**src/rtl/ship_move_ctrl.sv**
```systemverilog
// Player ship move sequencer: per frame, erases the 11x11 box at the old x and redraws it at the new x.
// Define SHIP_WRAP_EN to wrap the ship across the screen edges instead of clamping it there.
module ship_move_ctrl #(
    parameter int         BOX_SIZE = 11,
    parameter logic [7:0] X_START  = 8'd14,
    parameter logic [6:0] Y_POS    = 7'd99,
    parameter logic [7:0] X_MIN    = 8'd0,
    parameter logic [7:0] X_MAX    = 8'd149,
    parameter logic [7:0] STEP     = 8'd1,
    parameter logic [2:0] FG_COL   = 3'b111,
    parameter logic [2:0] BG_COL   = 3'b000
) (
    input  logic       clk,
    input  logic       reset_N,
    input  logic       frame_tick,
    input  logic       move_left,
    input  logic       move_right,
    output logic [7:0] x_pos,
    output logic [6:0] y_pos,
    output logic [2:0] colour,
    output logic       plot,
    output logic       busy
);

    localparam int PIX = BOX_SIZE * BOX_SIZE;
    localparam int CW  = ($clog2(PIX) > 7) ? $clog2(PIX) : 7;
    localparam logic [CW-1:0] CNT_LAST = CW'(PIX - 1);

    typedef enum logic [2:0] {INIT, IDLE, ERASE, UPDATE, DRAW} state_t;

    state_t        state, state_d;
    logic [CW-1:0] cnt, cnt_d;
    logic [7:0]    nx, nx_d, x_d, target_x;
    logic [2:0]    colour_d;
    logic          plot_d, busy_d;
    logic          go_left, go_right;

    // Candidate origin for this frame; equals x_pos when no move should happen.
    always_comb begin
        go_left  = move_left & ~move_right;
        go_right = move_right & ~move_left;
        target_x = x_pos;
        if (go_left) begin
            if (x_pos < X_MIN + STEP) begin
`ifdef SHIP_WRAP_EN
                target_x = X_MAX;
`else
                target_x = X_MIN;
`endif
            end else begin
                target_x = x_pos - STEP;
            end
        end else if (go_right) begin
            if (x_pos > X_MAX - STEP) begin
`ifdef SHIP_WRAP_EN
                target_x = X_MIN;
`else
                target_x = X_MAX;
`endif
            end else begin
                target_x = x_pos + STEP;
            end
        end
    end

    // Output registers follow the current state, so each phase appears on the pins one cycle later.
    always_comb begin
        state_d  = state;
        cnt_d    = '0;
        nx_d     = nx;
        x_d      = x_pos;
        plot_d   = 1'b0;
        busy_d   = (state != IDLE);
        colour_d = BG_COL;
        case (state)
            INIT: begin
                state_d = DRAW;
            end
            IDLE: begin
                if (frame_tick && (target_x != x_pos)) begin
                    nx_d    = target_x;
                    state_d = ERASE;
                end
            end
            ERASE: begin
                plot_d = 1'b1;
                if (cnt == CNT_LAST) begin
                    state_d = UPDATE;
                end else begin
                    cnt_d = cnt + 1'b1;
                end
            end
            UPDATE: begin
                x_d     = nx;
                state_d = DRAW;
            end
            DRAW: begin
                plot_d   = 1'b1;
                colour_d = FG_COL;
                if (cnt == CNT_LAST) begin
                    state_d = IDLE;
                end else begin
                    cnt_d = cnt + 1'b1;
                end
            end
            default: begin
                state_d = INIT;
            end
        endcase
    end

    always_ff @(posedge clk) begin
        if (!reset_N) begin
            state  <= INIT;
            cnt    <= '0;
            nx     <= X_START;
            x_pos  <= X_START;
            y_pos  <= Y_POS;
            colour <= '0;
            plot   <= 1'b0;
            busy   <= 1'b0;
        end else begin
            state  <= state_d;
            cnt    <= cnt_d;
            nx     <= nx_d;
            x_pos  <= x_d;
            y_pos  <= Y_POS;
            colour <= colour_d;
            plot   <= plot_d;
            busy   <= busy_d;
        end
    end

endmodule

```
**config.mk**
```make
export PLATFORM = sky130hd
export DESIGN_NAME = ship_move_ctrl
export DESIGN_NICKNAME = d
export VERILOG_FILES = /design/src/rtl/ship_move_ctrl.sv
export SDC_FILE = /design/constraint.sdc
export NUM_CORES = 1
export LEC_CHECK = 0
export BUFFER_PORTS_ARGS = -buffer_cell sky130_fd_sc_hd__buf_2
export CORE_ASPECT_RATIO = 0.6
export CORE_UTILIZATION = 40
export DETAILED_ROUTE_END_ITERATION = 10
export HOLD_SLACK_MARGIN = 0.03
export PLACE_DENSITY = 0.58
export SLEW_MARGIN = 15
export SYNTH_ARGS = -nofsm -noshare
export SYNTH_HDL_FRONTEND = slang
export SYNTH_SLANG_ARGS = --single-unit
```
**constraint.sdc**
```tcl
create_clock -name clk -period 5.9 [get_ports clk]
set_clock_uncertainty 0.05 [all_clocks]
set_input_delay 1.475 -clock clk [delete_from_list [all_inputs] [get_ports clk]]
set_output_delay 1.475 -clock clk [all_outputs]
set_load 0.005 [all_outputs]
```
Word-level counts from Yosys, hierarchy flattened
Index checks and enable logic that the tools add are counted.

Add/sub/neg operators: 3. Multipliers: 0. Divide/modulo/power cells: 0. Order comparisons: 2. Equality and inequality tests: 10. Shifts and indexed selects: 0. Multiplexer cells: 10. Bitwise operators: 6. Reductions and logical operators: 7.

Operators by type and width (count): $mux 8 (4); $mux 3 (4); $pmux 3 s4 (1); $add 8x1->8 const B (1); $gt 8x8->1 const B (1); $lt 8x1->1 const B (1); $ne 8x8->1 (1); $sub 8x1->8 const B (1); $add 7x1->7 const B (1); $eq 7x7->1 const B (1); $eq 3x2->1 const B (2); $ne 2x2->1 const B (3); $not 1->1 (4); $reduce_or 2->1 (2); $eq 3x1->1 const B (1); $eq 3x3->1 const B (1); $logic_not 3->1 (1); $ne 3x1->1 const B (1); $reduce_and 3->1 (1); $reduce_or 3->1 (1); $and 1x1->1 (2); $reduce_and 2->1 (1); $logic_and 1x1->1 (1); $mux 1 (1).

Register bits: 31. Latch bits: 0. RAM bits: 0. ROM bits: 0. Input port bits: 5. Output and inout bits: 20. Word-level logic and storage cells: 45. Memories kept: 0.

Logic depth before layout (Yosys ltp)
Depth in word-level cells: 8. Mapped depth: 9.

Worst setup path after synthesis
No wires, ideal clock.

Path kind: input to register. Start: input move_right. End: register nx[1]. Library setup time: 0.121 ns. Arrival: 3.008 ns. Required time: 5.729 ns. Slack: 2.721 ns. Stages on the path: 7. Buffers on the path: 1. Cells stage by stage: buf_6 > nor4b_1 > a221o_1 > nor4b_2 > a41oi_2 > nand2_4 > mux2_4.

Cells in the longest elaborated chain, start to end: 6. Elaborated cells between the ends (all ways): 8. Those cells by class: 1 x eq/ne; 2 x mux; 3 x bitwise; 2 x reduce/logical.

Ends and longest elaborated chain: from (decl) (RTL line 17) `input logic move_right,`; $and 1x1->1 or $not 1->1 (tied branches) (RTL line 41, 40); $mux 8 or $and 1x1->1 (tied branches) (RTL line 53, 40); $mux 8 * (RTL line 43) `if (go_left) begin`; $ne 8x8->1 (RTL line 80) `if (frame_tick && (target_x != x_pos)) begin`; $logic_and 1x1->1 (RTL line 80); $reduce_and 2->1 (no source line); to (signal assigned) (RTL line 125) `nx <= nx_d;`; to (decl) (RTL line 33) `logic [7:0] nx, nx_d, x_d, target_x;`.

Every way passes the cells marked *; elsewhere a longest branch is shown, timed or not. A chain may end at the register's enable or synchronous reset.

Worst setup path after layout
Start: input move_left. End: register nx[1].

Cells in the longest elaborated chain, start to end: 7. Elaborated cells between the ends (all ways): 8. Those cells by class: 1 x eq/ne; 2 x mux; 3 x bitwise; 2 x reduce/logical.

Ends and longest elaborated chain: from (decl) (RTL line 16) `input logic move_left,`; $not 1->1 (RTL line 41) `go_right = move_right & ~move_left;`; $and 1x1->1 (RTL line 41); $mux 8 (RTL line 53) `end else if (go_right) begin`; $mux 8 * (RTL line 43); $ne 8x8->1 (RTL line 80); $logic_and 1x1->1 (RTL line 80); $reduce_and 2->1 (no source line).

Marks and branches as above.

==> flow_metrics.py <==
metrics = {
    "outcome": {
        "status": "complete, no violations",
    },
    "floorplan": {
        "initial_utilization_pct": 41.59,
        "die_area_um2": 5060,
        "io_pins": 25,
        "core_area_um2": 4588,
        "fp.dieH_um": 55.50,
        "rows": 19,
        "fp.dieW_um": 91.17,
    },
    "global_routing": {
        "grt_usage_pct": 17.72,
        "grt_pass1_wl_um": 7044,
        "grt-ovfl-total": 0,
        "grt_pass1_vias": 1402,
        "grt_max_degree": 31,
        "antenna_found_initial": 0,
    },
    "yosys": {
        "synth_top_area_share_pct": 30.43,
        "yosysTopAreaCell": "dfxtp_1",
        "syn_area_per_cell_um2": 8.634,
        "synth-seq-area-share_pct": 30.43,
        "synth_top_flop_cell": "dfxtp_1",
        "synthCells": 221,
        "yosys_warnings": 0,
        "syn_area_um2": 1908,
        "synthArstFlopShare_pct": 0,
        "ys_seq_elements": 29,
        "synth_area_leaders": "dfxtp_1, mux2i_1, buf_4",
        "post-synth-top-count-cell": "dfxtp_1",
        "synth-edff-count": 0,
        "ys_types": 55,
        "synth.top_cells.by_count": "dfxtp_1, nor2_1, mux2i_1, nand2_1, buf_4",
    },
    "min_path": {
        "hold_start": "cnt[0]",
        "hold_end": "cnt[0]",
        "hold_path_depth": 1,
        "hold_class": "flip-flop to flip-flop",
    },
    "clock_tree": {
        "clk_latency_ns": 0.28,
        "ctsHoldBuffers": 0,
        "cts_resized": 0,
        "cts_tree": "built",
        "cts_root_buf": "clkbuf_8",
        "numCtsBuffers": 5,
        "cts_sinks": 29,
        "clockBufferDepth": 2,
        "htree_levels": 2,
        "postCtsSetupRepairBufs": 0,
        "path_clk_slew_ns": 0.06,
    },
    "power_and_ir_drop": {
        "total_power_mw": 0.3796,
        "power.leakage_nw": 0.8191,
        "powerDensity_nw_per_um2": 188.7,
        "vdd_drop_max_mv": 0.08047,
    },
    "finish": {
        "num_antenna_cells": 0,
        "fin_cells": 291,
        "syn_to_final_growth_pct": 5.443,
        "fillers": 464,
        "layout-drive-gt1-share_pct": 16.23,
        "nets": 237,
    },
    "setup_path": {
        "crit_fanout": 16,
        "critPathMaxStageDelay_ns": 0.85,
        "r2r-start": "x_pos[1]",
        "critPathLaunchType": "input port",
        "crit_start": "move_left",
        "crit_type": "input port to flip-flop",
        "path_cells": "buf_2 -> nor2b_1 -> o311ai_0 -> a41oi_2 -> nand2_4 -> mux2_4",
        "crit_family": "simple AND/OR/NAND/NOR gates",
        "reg2regPathDepth": 8,
        "cp.arrival_ns": 3.65,
        "slowest_stage": "nor2b_1",
        "r2r_slack_ns": 2.97,
        "path_buf_inv": 1,
        "cp.required_ns": 6.02,
        "crit_cells": 6,
        "rr_endpoint": "nx[1]",
        "crit_path_end_kind": "flip-flop",
    },
    "run": {
        "cap_viol_max_count": 0,
    },
    "drt": {
        "dr_total_vias": 1573,
        "ant_nets": 0,
        "viasPerCell": 5.405,
        "drcViolationCount": 0,
        "first_pass_iters": 4,
        "wl_per_cell_um": 14.10,
        "drtIter0Drc": 111,
        "wl_um": 4103,
    },
    "sta": {
        "finalMaxSlewViolations": 0,
        "worst_pin_slew_ns": 1.048,
        "finalSetupTns_ns": 0,
        "rsz0062_at_grt": "no",
        "setup_viol": 0,
        "post-route-period-util_pct": 59.88,
        "finalCriticalPeriod_ns": 3.533,
        "finalHoldViolCount": 0,
        "fmax_mhz": 283.1,
        "slew_headroom_pct": 29.97,
    },
    "place": {
        "routabilityCongestion": 0.8530,
        "dp_cells": 283,
        "hpwl_um": 3012,
        "io_buffers": 17,
    },
}
==> how the worst max path moves through the flow <==
stage	endpoint	slack [ns]
floorplan	nx[1]	2.72
global placement	nx[1]	2.17
detailed placement	nx[1]	2.11
CTS	nx[1]	2.42
finish	nx[1]	2.37
global route	nx[1]	2.23
==> layer usage <==
layer / vias to the layer above / share of wire [%] / GRT usage [%]
li1: 786 / - / -
met1: 727 / 52 / 26.45
met2: 54 / 38 / 22.73
met3: 6 / 8.8 / 7.851
met4: 0 / 0.80 / 4.082
met5: - / 0 / 0
==> cells in the final DEF, fill, tap and decap left out, types with 2 or more instances in the layout <==
cell,Yosys,layout
and4b_1,2,2
o311ai_1,2,2
inv_1,6,6
xnor2_1,6,6
o21ai_0,12,12
clkbuf_8,0,5
ha_1,5,5
and3_1,2,2
conb_1,2,7
nand2b_1,5,5
nor2b_1,12,12
nand2_1,15,15
nor2_1,16,16
dfxtp_1,29,29
and3b_1,2,2
a21oi_1,4,4
nor3b_1,4,4
nor4b_2,2,2
xor2_1,2,2
buf_2,3,17
clkinv_2,0,2
a211oi_1,2,2
mux2i_1,15,15
nand3_1,12,12
o311ai_0,3,3
a21boi_0,2,2
nor3_1,7,7
nand3b_1,2,2
nor4b_1,2,2
==> power breakdown <==
| group | switching (mW) | internal (mW) |
|---|---|---|
| sequential | 0.00133 | 0.198 |
| clock | 0.0719 | 0.0814 |
| combinational | 0.0161 | 0.0108 |
| total | 0.0894 | 0.290 |
==> flip-flops by register name, indices dropped and copies added (netlist names) <==
register and count:
busy 1, cnt 7, colour 1, nx 8
plot 1, state 3, x_pos 8
==> stage by stage <==
stage	utilization, %	cell area (µm²)	setup slack, ns	hold slack (ns)
after floorplan	-	1927	2.721	0.3756
after global placement	42.05	1929	2.171	0.3915
after detailed placement	42.05	1929	2.109	0.3950
after CTS	43.85	2012	2.420	0.4089
after global routing	43.85	2012	2.226	0.4337
final	43.85	2012	2.367	0.4072
==> area by class of cell <==
| cell class | count | area (µm²) | area share (%) |
|---|---|---|---|
| repair buffers | 17 | 85.08 | 4.229 |
| inverters | 6 | 22.52 | 1.119 |
| well taps | 63 | 78.83 | 3.918 |
| flip-flops and latches | 29 | 580.6 | 28.86 |
| multi-input cells | 168 | 1162 | 57.77 |
| clock inverters | 2 | 10.01 | 0.4975 |
| clock buffers | 6 | 72.57 | 3.607 |
==> cells by family (layout without fill, tap and decap cells) <==
group	count (synthesis)	after routing	share of synthesized area (%)
and+or+nand+nor	93	93	29.05
AOI/OAI and AO/OA	39	39	14.89
DFF	29	29	30.43
buffers and inverters	29	31	9.638
muxes	16	16	8.655
xor gates and xnor gates	8	8	3.672
adders and majority gates	5	5	3.279
other	2	7	0.3936
(Power assumes the default switching activity.)
